--- src/rtl/lsu_ctrl_if.sv ---
// Bundle of the load/store unit's CPU request/response handshake and its data-memory bus.
// The unit is the master (memory initiator, CPU responder); the environment is the slave.
interface lsu_ctrl_if #(
  parameter int ADDR_WIDTH = 11
);
  logic                  req_valid;
  logic                  req_ready;
  logic                  req_we;
  logic [1:0]            req_size;
  logic                  req_unsigned;
  logic [31:0]           req_addr;
  logic [31:0]           req_wdata;
  logic                  resp_valid;
  logic                  resp_ready;
  logic [31:0]           resp_rdata;
  logic                  resp_err;
  logic                  mem_read;
  logic                  mem_write;
  logic [ADDR_WIDTH-1:0] mem_addr;
  logic [31:0]           mem_wdata;
  logic [31:0]           mem_rdata;

  modport master (
    input  req_valid, req_we, req_size, req_unsigned, req_addr, req_wdata,
    input  resp_ready, mem_rdata,
    output req_ready, resp_valid, resp_rdata, resp_err,
    output mem_read, mem_write, mem_addr, mem_wdata
  );

  modport slave (
    output req_valid, req_we, req_size, req_unsigned, req_addr, req_wdata,
    output resp_ready, mem_rdata,
    input  req_ready, resp_valid, resp_rdata, resp_err,
    input  mem_read, mem_write, mem_addr, mem_wdata
  );
endinterface

--- src/rtl/lsu_ctrl.sv ---
// Load/store unit: byte/half/word accesses to a single-port word memory, sub-word stores by read-modify-write.
// Optional macro LSU_MISALIGN_TRAP_EN: misaligned half/word requests respond at once with resp_err instead of force-aligning.
module lsu_ctrl #(
  parameter int ADDR_WIDTH = 11
) (
  input  logic        clk,
  input  logic        rst_n,
  lsu_ctrl_if.master  bus
);

  typedef enum logic [2:0] {
    IDLE,
    LOAD,
    STORE,
    RMW_RD,
    RMW_WR,
    RESP
  } state_t;

  state_t                r_state;
  logic                  r_we;
  logic [1:0]            r_size;
  logic                  r_unsigned;
  logic [ADDR_WIDTH+1:0] r_addr;
  logic [31:0]           r_wdata;

  logic                  r_req_ready;
  logic                  r_resp_valid;
  logic [31:0]           r_resp_rdata;
  logic                  r_resp_err;
  logic                  r_mem_read;
  logic                  r_mem_write;
  logic [ADDR_WIDTH-1:0] r_mem_addr;
  logic [31:0]           r_mem_wdata;

  logic                  w_accept;
  logic                  w_misaligned;

  function automatic logic [31:0] extend_load(input logic [31:0] word, input logic [1:0] lane,
                                              input logic [1:0] size, input logic uns);
    logic [7:0]  b;
    logic [15:0] h;
    b = word[{lane, 3'b000} +: 8];
    h = lane[1] ? word[31:16] : word[15:0];
    case (size)
      2'b00:   extend_load = {{24{~uns & b[7]}}, b};
      2'b01:   extend_load = {{16{~uns & h[15]}}, h};
      default: extend_load = word;
    endcase
  endfunction

  // Only byte and half stores reach the merge, so anything other than byte is a half.
  function automatic logic [31:0] merge_store(input logic [31:0] word, input logic [31:0] wdata,
                                              input logic [1:0] lane, input logic [1:0] size);
    merge_store = word;
    if (size == 2'b00) merge_store[{lane, 3'b000} +: 8] = wdata[7:0];
    else               merge_store[{lane[1], 4'b0000} +: 16] = wdata[15:0];
  endfunction

  assign w_accept = bus.req_valid & r_req_ready;

`ifdef LSU_MISALIGN_TRAP_EN
  assign w_misaligned = (bus.req_size == 2'b01) ? bus.req_addr[0] :
                        (bus.req_size[1] ? (bus.req_addr[1:0] != 2'b00) : 1'b0);
`else
  assign w_misaligned = 1'b0;
`endif

  // Every bus-visible output is a register updated alongside the state, so nothing toggles combinationally.
  always_ff @(posedge clk or negedge rst_n) begin
    if (!rst_n) begin
      r_state      <= IDLE;
      r_we         <= 1'b0;
      r_size       <= 2'b00;
      r_unsigned   <= 1'b0;
      r_addr       <= '0;
      r_wdata      <= '0;
      r_req_ready  <= 1'b1;
      r_resp_valid <= 1'b0;
      r_resp_rdata <= '0;
      r_resp_err   <= 1'b0;
      r_mem_read   <= 1'b0;
      r_mem_write  <= 1'b0;
      r_mem_addr   <= '0;
      r_mem_wdata  <= '0;
    end else begin
      case (r_state)
        IDLE: begin
          if (w_accept) begin
            r_we         <= bus.req_we;
            r_size       <= bus.req_size;
            r_unsigned   <= bus.req_unsigned;
            r_addr       <= bus.req_addr[ADDR_WIDTH+1:0];
            r_wdata      <= bus.req_wdata;
            r_req_ready  <= 1'b0;
            r_resp_err   <= 1'b0;
            r_resp_rdata <= '0;
            r_mem_addr   <= bus.req_addr[ADDR_WIDTH+1:2];
            if (w_misaligned) begin
              r_state      <= RESP;
              r_resp_valid <= 1'b1;
              r_resp_err   <= 1'b1;
            end else if (!bus.req_we) begin
              r_state    <= LOAD;
              r_mem_read <= 1'b1;
            end else if (bus.req_size[1]) begin
              r_state     <= STORE;
              r_mem_write <= 1'b1;
              r_mem_wdata <= bus.req_wdata;
            end else begin
              r_state    <= RMW_RD;
              r_mem_read <= 1'b1;
            end
          end
        end
        LOAD: begin
          r_mem_read   <= 1'b0;
          r_resp_rdata <= r_we ? 32'h0 : extend_load(bus.mem_rdata, r_addr[1:0], r_size, r_unsigned);
          r_resp_valid <= 1'b1;
          r_state      <= RESP;
        end
        STORE: begin
          r_mem_write  <= 1'b0;
          r_resp_valid <= 1'b1;
          r_state      <= RESP;
        end
        RMW_RD: begin
          r_mem_read  <= 1'b0;
          r_mem_write <= 1'b1;
          r_mem_wdata <= merge_store(bus.mem_rdata, r_wdata, r_addr[1:0], r_size);
          r_state     <= RMW_WR;
        end
        RMW_WR: begin
          r_mem_write  <= 1'b0;
          r_resp_valid <= 1'b1;
          r_state      <= RESP;
        end
        RESP: begin
          if (bus.resp_ready) begin
            r_resp_valid <= 1'b0;
            r_req_ready  <= 1'b1;
            r_state      <= IDLE;
          end
        end
        default: r_state <= IDLE;
      endcase
    end
  end

  assign bus.req_ready  = r_req_ready;
  assign bus.resp_valid = r_resp_valid;
  assign bus.resp_rdata = r_resp_rdata;
  assign bus.resp_err   = r_resp_err;
  assign bus.mem_read   = r_mem_read;
  assign bus.mem_write  = r_mem_write;
  assign bus.mem_addr   = r_mem_addr;
  assign bus.mem_wdata  = r_mem_wdata;

endmodule

--- src/flat_wrapper.sv ---
// flat-port wrapper written by rule: the top's interface ports become plain ports
module lsu_ctrl_flat 
#(
  parameter int ADDR_WIDTH = 11
)
  (clk, rst_n, bus_req_valid, bus_req_we, bus_req_size, bus_req_unsigned, bus_req_addr, bus_req_wdata, bus_resp_ready, bus_mem_rdata, bus_req_ready, bus_resp_valid, bus_resp_rdata, bus_resp_err, bus_mem_read, bus_mem_write, bus_mem_addr, bus_mem_wdata);
  lsu_ctrl_if #(.ADDR_WIDTH(ADDR_WIDTH)) bus_i ();
  input  logic clk;
  input  logic rst_n;
  input wire logic [$bits(bus_i.req_valid)-1:0] bus_req_valid;
  input wire logic [$bits(bus_i.req_we)-1:0] bus_req_we;
  input wire logic [$bits(bus_i.req_size)-1:0] bus_req_size;
  input wire logic [$bits(bus_i.req_unsigned)-1:0] bus_req_unsigned;
  input wire logic [$bits(bus_i.req_addr)-1:0] bus_req_addr;
  input wire logic [$bits(bus_i.req_wdata)-1:0] bus_req_wdata;
  input wire logic [$bits(bus_i.resp_ready)-1:0] bus_resp_ready;
  input wire logic [$bits(bus_i.mem_rdata)-1:0] bus_mem_rdata;
  output wire logic [$bits(bus_i.req_ready)-1:0] bus_req_ready;
  output wire logic [$bits(bus_i.resp_valid)-1:0] bus_resp_valid;
  output wire logic [$bits(bus_i.resp_rdata)-1:0] bus_resp_rdata;
  output wire logic [$bits(bus_i.resp_err)-1:0] bus_resp_err;
  output wire logic [$bits(bus_i.mem_read)-1:0] bus_mem_read;
  output wire logic [$bits(bus_i.mem_write)-1:0] bus_mem_write;
  output wire logic [$bits(bus_i.mem_addr)-1:0] bus_mem_addr;
  output wire logic [$bits(bus_i.mem_wdata)-1:0] bus_mem_wdata;
  assign bus_i.req_valid = bus_req_valid;
  assign bus_i.req_we = bus_req_we;
  assign bus_i.req_size = bus_req_size;
  assign bus_i.req_unsigned = bus_req_unsigned;
  assign bus_i.req_addr = bus_req_addr;
  assign bus_i.req_wdata = bus_req_wdata;
  assign bus_i.resp_ready = bus_resp_ready;
  assign bus_i.mem_rdata = bus_mem_rdata;
  assign bus_req_ready = bus_i.req_ready;
  assign bus_resp_valid = bus_i.resp_valid;
  assign bus_resp_rdata = bus_i.resp_rdata;
  assign bus_resp_err = bus_i.resp_err;
  assign bus_mem_read = bus_i.mem_read;
  assign bus_mem_write = bus_i.mem_write;
  assign bus_mem_addr = bus_i.mem_addr;
  assign bus_mem_wdata = bus_i.mem_wdata;
  lsu_ctrl #(.ADDR_WIDTH(ADDR_WIDTH)) u_core (.clk(clk), .rst_n(rst_n), .bus(bus_i));
endmodule
--- config.mk ---
export PLATFORM = sky130hd
export DESIGN_NAME = lsu_ctrl_flat
export DESIGN_NICKNAME = d
export VERILOG_FILES = /design/src/rtl/lsu_ctrl_if.sv /design/src/rtl/lsu_ctrl.sv /design/src/flat_wrapper.sv
export SDC_FILE = /design/constraint.sdc
export NUM_CORES = 1
export LEC_CHECK = 0
export BUFFER_PORTS_ARGS = -buffer_cell sky130_fd_sc_hd__buf_2
export CAP_MARGIN = 10
export CORE_MARGIN = 8
export CORE_UTILIZATION = 47
export DETAILED_ROUTE_END_ITERATION = 8
export PLACE_DENSITY_LB_ADDON = 0.12
export SETUP_SLACK_MARGIN = 0.05
export SLEW_MARGIN = 20
export SYNTH_ARGS = -nofsm -noshare
export SYNTH_HDL_FRONTEND = slang
export SYNTH_SLANG_ARGS = --single-unit
--- constraint.sdc ---
create_clock -name clk -period 2.4 [get_ports clk]
set_clock_uncertainty 0.2 [all_clocks]
set_input_delay 0.48 -clock clk [delete_from_list [all_inputs] [get_ports clk]]
set_output_delay 0.48 -clock clk [all_outputs]
set_load 0.01 [all_outputs]
==> results_dict.tcl, run 1 <==
set metrics [dict create \
    first_pass_iters 7 \
    synth_area_leaders "dfrtp_1, mux2_2, mux2i_1" \
    clkLatencyLatePin_ns 0.35 \
    vias_per_cell 5.88 \
    diodes 0 \
    power.density_nw_per_um2 1280 \
    hold_path.class "input port to asynchronous set/reset pin" \
    antenna_found_initial 0 \
    grt_max_degree 105 \
    syn_area_per_cell_um2 9.70 \
    period_share_pct 91.2 \
    grt_use_total_pct 22.9 \
    drt_iter0_drc 501 \
    hold_ws_ns -0.0554 \
    route.detailed.drc 0 \
    wl_per_cell_um 20.5 \
    violations "hold timing" \
    critPathMaxFanout 10 \
    cp-end-kind "flip-flop" \
    clock.fmax_mhz 457 \
    synth_edf_count 0 \
    cts_num_sinks 104 \
    max_slew_margin_pct 58.7 \
    tns_ns 0 \
    ctsRootBufferMaster "clkbuf_16" \
    finish.utilization_pct 59.3 \
    grt_pass1_vias 5382 \
    grt_setup_unrepaired "no" \
    cp-start-kind "flip-flop" \
    die_w_um 128 \
    vdd_drop_max_uv 551 \
    synth_top_area_share_pct 44.0 \
    globalplace.congestion 0.881 \
    ios 184 \
    pre_cts_ws_ns 0.131 \
    rows 40 \
    syn_inst 604 \
    fin_nets 852 \
    outcome "finished, violations left" \
    final_max_slew_viol_count 0 \
    setup_viol 0 \
    fin_ws_ns 0.212 \
    cp_cell_sequence "inv_1 > ha_4 > nor4bb_1 > buf_4 > a221oi_1 > a211o_1 > a31oi_1" \
    period_needed_ns 2.19 \
    ys.flop_type "dfrtp_1" \
    synthArstFlopShare_pct 100 \
    syn_nets 713 \
    htree_levels 3 \
    cts_buffers 9 \
    syn_to_final_growth_pct 22.6 \
    cts_tree "done" \
    grt_pass1_wl_um 29400 \
    worstMarginPinSlew_ns 0.620 \
    drive_gt1_share_pct 33.4 \
    p_leak_nw 3.36 \
    synth_cell_types 46 \
    ys_ff_latch 104 \
    criticalPathCategory "flip-flop to flip-flop" \
    die_h_um 128 \
    vias 5383 \
    initial_core_util_pct 48.4 \
    clkTransAtPathRegs_ns 0.07 \
    dpl.hpwl_um 13500 \
    port_buffers 163 \
    cp_slowest_cell "dfrtp_1" \
    yosysSeqAreaShare_pct 44.5 \
    synth_area_um2 5860 \
    ant_nets 0 \
    dieArea_um2 16300 \
    clockBufferDepth 2 \
    gr-total-overflow 0 \
    cp.arrival_ns 2.26 \
    wl_um 18700 \
    ys.warnings.count 0 \
    yosys.area.top_type "dfrtp_1" \
    cap_violations 0 \
    coreArea_um2 12100 \
    critPathMaxStageDelay_ns 0.38 \
    hold_viol_final 30 \
    hold_buffers 0 \
    critical_path_required_ns 2.48 \
]
[worst max-delay path: cells and delay by family (launching register included)]
family,cells,cell delay [ns]
simple gates,1,0.32
fa+ha+maj,1,0.27
buf+inv,2,0.41
flops,1,0.38
compound gates,3,0.54
[repair_timing]
item / in CTS / in global routing
endpoints found under the setup margin: 0 / 30
buffers inserted: 0 / 1
resized for setup: 0 / 2
[cell type report]
class,instances,area [µm²]
sequential,104,2610
inverter,23,87.6
clock inverter,5,56.3
multi-input combinational,421,2930
timing repair buffer,184,1050
tap,168,210
fill,1122,4930
clock buffer,11,243
[Yosys cell counts (6+ instances only)]
| cell type | count |
|---|---|
| o21ai_0 | 44 |
| nand2_1 | 48 |
| a22o_1 | 15 |
| nand4b_1 | 7 |
| clkbuf_1 | 25 |
| a31oi_1 | 34 |
| a21oi_1 | 49 |
| mux2i_1 | 32 |
| nand3b_1 | 9 |
| buf_2 | 18 |
| mux2_2 | 39 |
| nor2_1 | 39 |
| o2bb2ai_1 | 7 |
| nand3_1 | 10 |
| o22ai_1 | 17 |
| a222oi_1 | 7 |
| dfrtp_1 | 103 |
| buf_4 | 6 |
| inv_1 | 22 |
| a221o_1 | 17 |
| a211o_1 | 7 |
| a221oi_1 | 7 |
| buf_1 | 6 |
[report_power, final]
part	switching [mW]	internal, mW
combinational	2.45	2.01
clock	0.672	0.837
sequential	0.673	2.52
[metal layers]
metal  track usage, %  wire (µm)  share of wire [%]
met1             30.4       8130                 43
met4             9.58        560                3.0
met2             34.3       8430                 45
met5                0          0                  0
met3             6.32       1610                8.6
[state kept, by name, indices dropped and copies added (netlist names), 2 cells and up]
register and count:
u_core.bus.mem_addr 11, u_core.bus.mem_wdata 32, u_core.bus.resp_rdata 32, u_core.r_addr 2, u_core.r_size 2, u_core.r_state 3, u_core.r_wdata 16
[cells by family after synthesis]
family          count (synthesis)  synth area share [%]
compound gates                212                  24.3
fa+ha+maj                       5                  1.07
buf+inv                        79                  5.96
flops                         104                  44.5
mux                            71                  13.0
other cells                     1                0.0640
simple gates                  132                  11.2
[metrics by stage]
step | std cells | power (mW) | hold WS, ns | area (µm²)
finish | 916 | 9.15 | -0.0554 | 7180
global route | 916 | 9.75 | 0.0451 | 7180
CTS | 915 | 9.13 | 0.0171 | 7160
detailed placement | 899 | 7.62 | 0.269 | 6860
global placement | 899 | 7.51 | 0.258 | 6860
floorplan | 604 | 6.08 | -0.0156 | 5870
[layout by cell type (no fill, tap or decap), types with 2 or more instances in the layout]
| master | count |
|---|---|
| mux2_2 | 39 |
| ha_1 | 4 |
| clkbuf_16 | 9 |
| nor3_1 | 3 |
| o21ai_0 | 44 |
| a21o_1 | 3 |
| o2bb2ai_1 | 7 |
| nand3b_1 | 9 |
| nand2_1 | 48 |
| a31oi_1 | 34 |
| a22oi_1 | 3 |
| nand4b_1 | 7 |
| a21oi_1 | 49 |
| nor2_1 | 39 |
| buf_2 | 162 |
| nand3_1 | 10 |
| buf_4 | 16 |
| buf_12 | 6 |
| or2_1 | 2 |
| a222oi_1 | 7 |
| a221o_1 | 17 |
| o22ai_1 | 17 |
| mux2i_1 | 32 |
| a211o_1 | 7 |
| clkinv_2 | 3 |
| a221oi_1 | 7 |
| or2_2 | 2 |
| a22o_1 | 15 |
| dfrtp_1 | 102 |
| inv_1 | 22 |
[final timing paths]
kind | start | to | slack (ns) | depth (start not counted)
min | rst_n | u_core.bus.resp_rdata[17] | -0.06 | 2
max reg2reg | u_core.r_addr[0] | u_core.bus.mem_wdata[4] | 0.21 | 7
max in group asynchronous | rst_n | u_core.r_addr[1] | 1.52 | 2
max | u_core.r_addr[0] | u_core.bus.mem_wdata[4] | 0.21 | 7
min in group clk | bus_req_size[1] | u_core.r_size[1] | 0.15 | 3
min reg2reg | u_core.bus.resp_rdata[7] | u_core.bus.resp_rdata[7] | 0.28 | 1
No activity file was read; power rests on OpenSTA's default activity.
==> run 2: changes to the inputs <==
--- a/config.mk
+++ b/config.mk
@@ -8,7 +8,7 @@
 export BUFFER_PORTS_ARGS = -buffer_cell sky130_fd_sc_hd__buf_2
 export CAP_MARGIN = 10
 export CORE_MARGIN = 8
-export CORE_UTILIZATION = 47
+export CORE_UTILIZATION = 52
 export DETAILED_ROUTE_END_ITERATION = 8
 export PLACE_DENSITY_LB_ADDON = 0.12
 export SETUP_SLACK_MARGIN = 0.05
==> constraint.sdc (replaced) <==
create_clock -name clk -period 2.22 [get_ports clk]
set_clock_uncertainty 0.2 [all_clocks]
set_input_delay 0.444 -clock clk [delete_from_list [all_inputs] [get_ports clk]]
set_output_delay 0.444 -clock clk [all_outputs]
set_load 0.01 [all_outputs]
==> run 2 against run 1 <==
  * The run now ends clean
  * Cell area rose by 2.6%
  * Utilization up 8.1 points
  * Critical path depth unchanged
  * Sequential share of layout area fell by 0.93 points
  * Hold slack improved by 0.16 ns
  * Highest routed layer is now met5
==> results_dict.tcl, run 2 (same netlist as run 1, synthesis figures left out) <==
set metrics [dict create \
    ios 184 \
    worstMarginPinSlew_ns 0.515 \
    routed-wl-met3_um 1620 \
    route.detailed.drc 0 \
    tns_ns 0 \
    final_max_slew_viol_count 0 \
    fin_ws_ns 0.106 \
    r2r_slack_ns 0.11 \
    die_w_um 122 \
    min_from "bus_req_size[1]" \
    ant_nets 0 \
    pre_cts_ws_ns 0.0372 \
    grt_setup_unrepaired "yes" \
    cts_tree "done" \
    die_h_um 122 \
    reg2reg_to "u_core.bus.mem_wdata[11]" \
    reg2reg_from "u_core.r_addr[1]" \
    period_share_pct 95.2 \
    max_slew_margin_pct 65.6 \
    cp_slowest_cell "dfrtp_2" \
    p_leak_nw 3.46 \
    first_pass_iters 6 \
    cp.arrival_ns 2.18 \
    finish.utilization_pct 67.4 \
    drive_gt1_share_pct 35.1 \
    r2r_cells 7 \
    vias 5461 \
    top_layer "met5" \
    vias_per_cell 6.08 \
    clkTransAtPathRegs_ns 0.07 \
    place_area_um2 6920 \
    coreArea_um2 10900 \
    cp_cell_sequence "clkinv_4 > ha_4 > or3b_4 > buf_8 > o22ai_1 > o21ai_1 > a31oi_1" \
    criticalPathCategory "flip-flop to flip-flop" \
    cts_buffers 9 \
    rows 38 \
    layout_commonest_cell "buf_2" \
    ctsRootBufferMaster "clkbuf_16" \
    wl_per_cell_um 20.6 \
    dpl.hpwl_um 13600 \
    grt_pass1_vias 5493 \
    met1_length_um 7870 \
    fin_nets 862 \
    critPathMaxFanout 16 \
    grt_max_degree 65 \
    htree_levels 3 \
    syn_to_final_growth_pct 25.8 \
    clockBufferDepth 2 \
    port_buffers 163 \
    grt_pass1_wl_um 29200 \
    wl_um 18500 \
    setup_viol 0 \
    hold_ws_ns 0.104 \
    diodes 0 \
    outcome "finished, final reports clean" \
    clkLatencyLatePin_ns 0.36 \
    globalplace.congestion 0.887 \
    wl_met2_um 8380 \
    power.density_nw_per_um2 1410 \
    min_to "u_core.r_size[1]" \
    critPathMaxStageDelay_ns 0.43 \
    hold-path-cell-count 3 \
    fin_area_um2 7370 \
    cap_violations 0 \
    gr-total-overflow 0 \
    critPathTopFamily "compound AO/OA/AOI/OAI gates" \
    cp-start-kind "flip-flop" \
    hold_viol_final 0 \
    clock.fmax_mhz 473 \
    mostFrequentLayoutCells "buf_2, dfrtp_1, a21oi_1" \
    critical_path_required_ns 2.29 \
    initial_core_util_pct 53.6 \
    cts_num_sinks 104 \
    drt_iter0_drc 559 \
    antenna_found_initial 1 \
    hold_path.class "input port to flip-flop" \
    period_needed_ns 2.11 \
    cp.buffers_inverters 2 \
    dieArea_um2 14900 \
    cp-end-kind "flip-flop" \
    grt_use_total_pct 24.9 \
    vdd_drop_max_uv 784 \
]
-- run 2: changes by cell type in the layout (fill, tap and decap cells not counted), sizes merged --
| cell | change |
|---|---|
| buf | +8 |
| bufbuf | +1 |
| bufinv | +1 |
| clkbuf | -2 |
| dlygate4sd3 | +1 |
| inv | +1 |
-- run 2: layer usage --
metal  vias up  track usage [%]
li1       2548                -
met1      2591             33.1
met2       265             37.4
met3        55             5.97
met4         2             12.6
met5         -                0
-- run 2: stage by stage --
step	cells	total power [mW]
4_1_cts	896	10.2
3_3_place_gp	877	8.25
3_5_place_dp	877	8.38
5_1_grt	898	11.0
2_1_floorplan	604	6.59
6_report	898	10.4
-- run 2: area by class of cell --
cell class                 instances  area [µm²]
clock buffer                       9         225
clock inverter                     7        95.1
fill                             889        3570
inverter                          23        91.3
multi-input combinational        421        2970
sequential                       104        2610
tap                              140         175
timing repair buffer             194        1210
-- run 2: what timing repair did --
| action | CTS | global route |
|---|---|---|
| endpoints found under the setup margin | 9 | 39 |
| setup buffers | 1 | 2 |
| resized for setup | 0 | 18 |
| hold endpoints to repair | 33 | 0 |
| cloned | 1 | 0 |
| pin swaps | 1 | 6 |
| hold buffers | 1 | 0 |
-- run 2: power by group --
part	internal (mW)	total (mW)	leakage, nW	switching, mW
clock	0.990	1.73	0.156	0.735
sequential	2.72	3.39	1.24	0.670
combinational	2.47	5.25	2.06	2.78
-- run 2: worst register-to-register path, cell delays in order (launching register included) --
cell      delay [ns]
dfrtp_2         0.43
clkinv_4        0.08
ha_4            0.30
or3b_4          0.39
buf_8           0.17
o22ai_1         0.18
o21ai_1         0.09
a31oi_1         0.19
-- run 2: how the worst max path moves through the flow --
stage,start,slack (ns),to,cells past startpoint
final,u_core.r_addr[1],0.11,u_core.bus.mem_wdata[11],7
after global routing,u_core.r_addr[1],0.01,u_core.bus.mem_wdata[11],7
after CTS,u_core.r_addr[1],0.08,u_core.bus.mem_wdata[23],7
after detailed placement,u_core.r_addr[1],0.04,u_core.bus.resp_rdata[27],5
after global placement,u_core.r_addr[1],0.08,u_core.bus.resp_rdata[29],5
after floorplan,u_core.r_addr[1],0.06,u_core.bus.mem_wdata[15],9
==> run 3: changes to the inputs <==
--- a/config.mk
+++ b/config.mk
@@ -5,9 +5,9 @@
 export SDC_FILE = /design/constraint.sdc
 export NUM_CORES = 1
 export LEC_CHECK = 0
-export BUFFER_PORTS_ARGS = -buffer_cell sky130_fd_sc_hd__buf_2
+export BUFFER_PORTS_ARGS = -buffer_cell sky130_fd_sc_hd__clkbuf_2
 export CAP_MARGIN = 10
-export CORE_MARGIN = 8
+export CORE_MARGIN = 1
 export CORE_UTILIZATION = 52
 export DETAILED_ROUTE_END_ITERATION = 8
 export PLACE_DENSITY_LB_ADDON = 0.12
==> run 3 against run 2 <==
  * Sequential power grew 1%
  * Hold slack worse by 0.025 ns
  * Flip-flop and latch count unchanged
  * Combinational power down 5.9%
  * Die area shrank 22%
  * Register-to-register slack barely moved
  * Clock power decreased by 35%
  * Utilization fell by 1.7 points
  * Power is 8.3% lower
  * Critical path type unchanged
  * Largest power group unchanged
==> results_dict.tcl, run 3 (same netlist as run 1, synthesis figures left out) <==
set metrics [dict create \
    outcome "finished, final reports clean" \
    cp_cell_sequence "buf_6 > mux2_2 > a22oi_1 > nor4_4 > buf_12 > a221o_1" \
    syn_to_final_growth_pct 22.1 \
    die_w_um 108 \
    period_needed_ns 2.10 \
    cts_num_sinks 104 \
    cp.buffers_inverters 2 \
    rows 38 \
    clkLatencyLatePin_ns 0.39 \
    grt_setup_unrepaired "no" \
    wl_per_cell_um 19.2 \
    cp.arrival_ns 2.17 \
    max_slew_margin_pct 60.0 \
    route.detailed.drc 0 \
    clkTransAtPathRegs_ns 0.10 \
    hold_path.class "input port to flip-flop" \
    grt_max_degree 105 \
    diodes 0 \
    drt_iter0_drc 504 \
    grt_pass1_wl_um 27200 \
    critical_path_required_ns 2.28 \
    hold_ws_ns 0.0790 \
    period_share_pct 94.8 \
    vdd_drop_max_uv 620 \
    cts_tree "done" \
    layout_commonest_cell "clkbuf_2" \
    worstMarginPinSlew_ns 0.600 \
    power.density_nw_per_um2 1330 \
    clock.fmax_mhz 475 \
    cp_slowest_cell "dfrtp_2" \
    fin_nets 868 \
    cts_buffers 9 \
    grt_pass1_vias 5146 \
    vias_per_cell 6.19 \
    initial_core_util_pct 53.8 \
    antenna_found_initial 0 \
    die_h_um 108 \
    mostFrequentLayoutCells "clkbuf_2, dfrtp_1, a21oi_1" \
    tns_ns 0 \
    ctsRootBufferMaster "clkbuf_8" \
    cap_violations 0 \
    critPathTopFamily "compound AO/OA/AOI/OAI gates" \
    globalplace.congestion 0.935 \
    p_leak_nw 3.39 \
    critPathMaxStageDelay_ns 0.42 \
    first_pass_iters 8 \
    htree_levels 3 \
    port_buffers 163 \
    cp-end-kind "flip-flop" \
    clockBufferDepth 2 \
    hold_viol_final 0 \
    fill_cells 921 \
    grt_use_total_pct 30.6 \
    criticalPathCategory "flip-flop to flip-flop" \
    ios 184 \
    drive_gt1_share_pct 34.9 \
    critPathMaxFanout 17 \
    final_max_slew_viol_count 0 \
    dpl.hpwl_um 12500 \
    setup_viol 0 \
    cp-start-kind "flip-flop" \
    coreArea_um2 10900 \
    gr-total-overflow 0 \
    ant_nets 0 \
    vias 5596 \
    dieArea_um2 11700 \
    total_power_mw 9.50 \
    wl_um 17400 \
]
[run 3: cell count changes in the layout (fill, tap and decap cells not counted), moves of 3 or more]
| cell | previous run | this run |
|---|---|---|
| o22ai_2 | 3 | 0 |
| clkbuf_16 | 9 | 0 |
| clkbuf_2 | 0 | 162 |
| o21ai_0 | 35 | 44 |
| buf_4 | 19 | 30 |
| o21ai_1 | 9 | 0 |
| o22ai_1 | 14 | 17 |
| buf_12 | 10 | 5 |
| buf_2 | 162 | 0 |
| clkbuf_8 | 0 | 9 |
[run 3: per-stage QoR]
step                instances  util, %  setup slack [ns]  area, µm²
finish                    904     65.7             0.117       7150
floorplan                 604        -            0.0555       5880
global placement          882     63.3             0.135       6900
detailed placement        882     63.3         -0.000464       6900
global route              904     65.7            0.0451       7150
CTS                       900     65.3            0.0695       7110
[run 3: cell type report]
class                   instances  area, µm²  share of cell area [%]
clock inverters                 6       52.6                   0.735
repair buffers                200       1170                    16.3
inverters                      23       91.3                    1.28
well taps                     140        175                    2.45
multi-input cells             421       2930                    41.0
clock buffers                  10        128                    1.78
flip-flops and latches        104       2610                    36.4
[run 3: repair_timing]
| item | in CTS | in global routing |
|---|---|---|
| hold buffers | 1 | 0 |
| pin swaps | 1 | 3 |
| buffers inserted | 1 | 4 |
| endpoints found under the hold margin | 103 | 0 |
| gates cloned | 0 | 0 |
| endpoints found under the setup margin | 16 | 31 |
| gates resized for setup | 0 | 4 |
[run 3: routing by layer]
metal  part of all wire, %  global-route usage [%]  vias to the layer above
met5                     0                       0                        -
met3                   7.9                    5.36                       39
met2                    46                    46.9                      282
li1                      -                       -                     2563
met4                   2.7                    11.7                        0
met1                    43                    43.1                     2712
[run 3: power by group]
group	switching [mW]	total, mW	leakage (nW)	internal (mW)
clock	0.698	1.12	0.0850	0.424
combinational	2.67	4.94	2.07	2.27
sequential	0.722	3.44	1.24	2.72
total	4.09	9.50	3.39	5.41
[run 3: worst register-to-register path: cells and delay by family (launching register included)]
kind            cells  cell delay (ns)
mux                 1             0.37
compound gates      2             0.55
buf+inv             2             0.37
simple gates        1             0.09
flops               1             0.42
[run 3: final timing paths]
check                           cells past startpoint  slack (ns)                startpoint                         to
worst max-delay path                                6        0.12          u_core.r_addr[1]  u_core.bus.resp_rdata[26]
max in group asynchronous                           3        0.90                     rst_n          u_core.r_wdata[8]
min in group asynchronous                           3        0.42                     rst_n  u_core.bus.resp_rdata[21]
worst min-delay path                                2        0.08           bus_req_addr[9]     u_core.bus.mem_addr[7]
worst min register to register                      1        0.30  u_core.bus.resp_rdata[7]   u_core.bus.resp_rdata[7]
worst max register to register                      6        0.12          u_core.r_addr[1]  u_core.bus.resp_rdata[26]
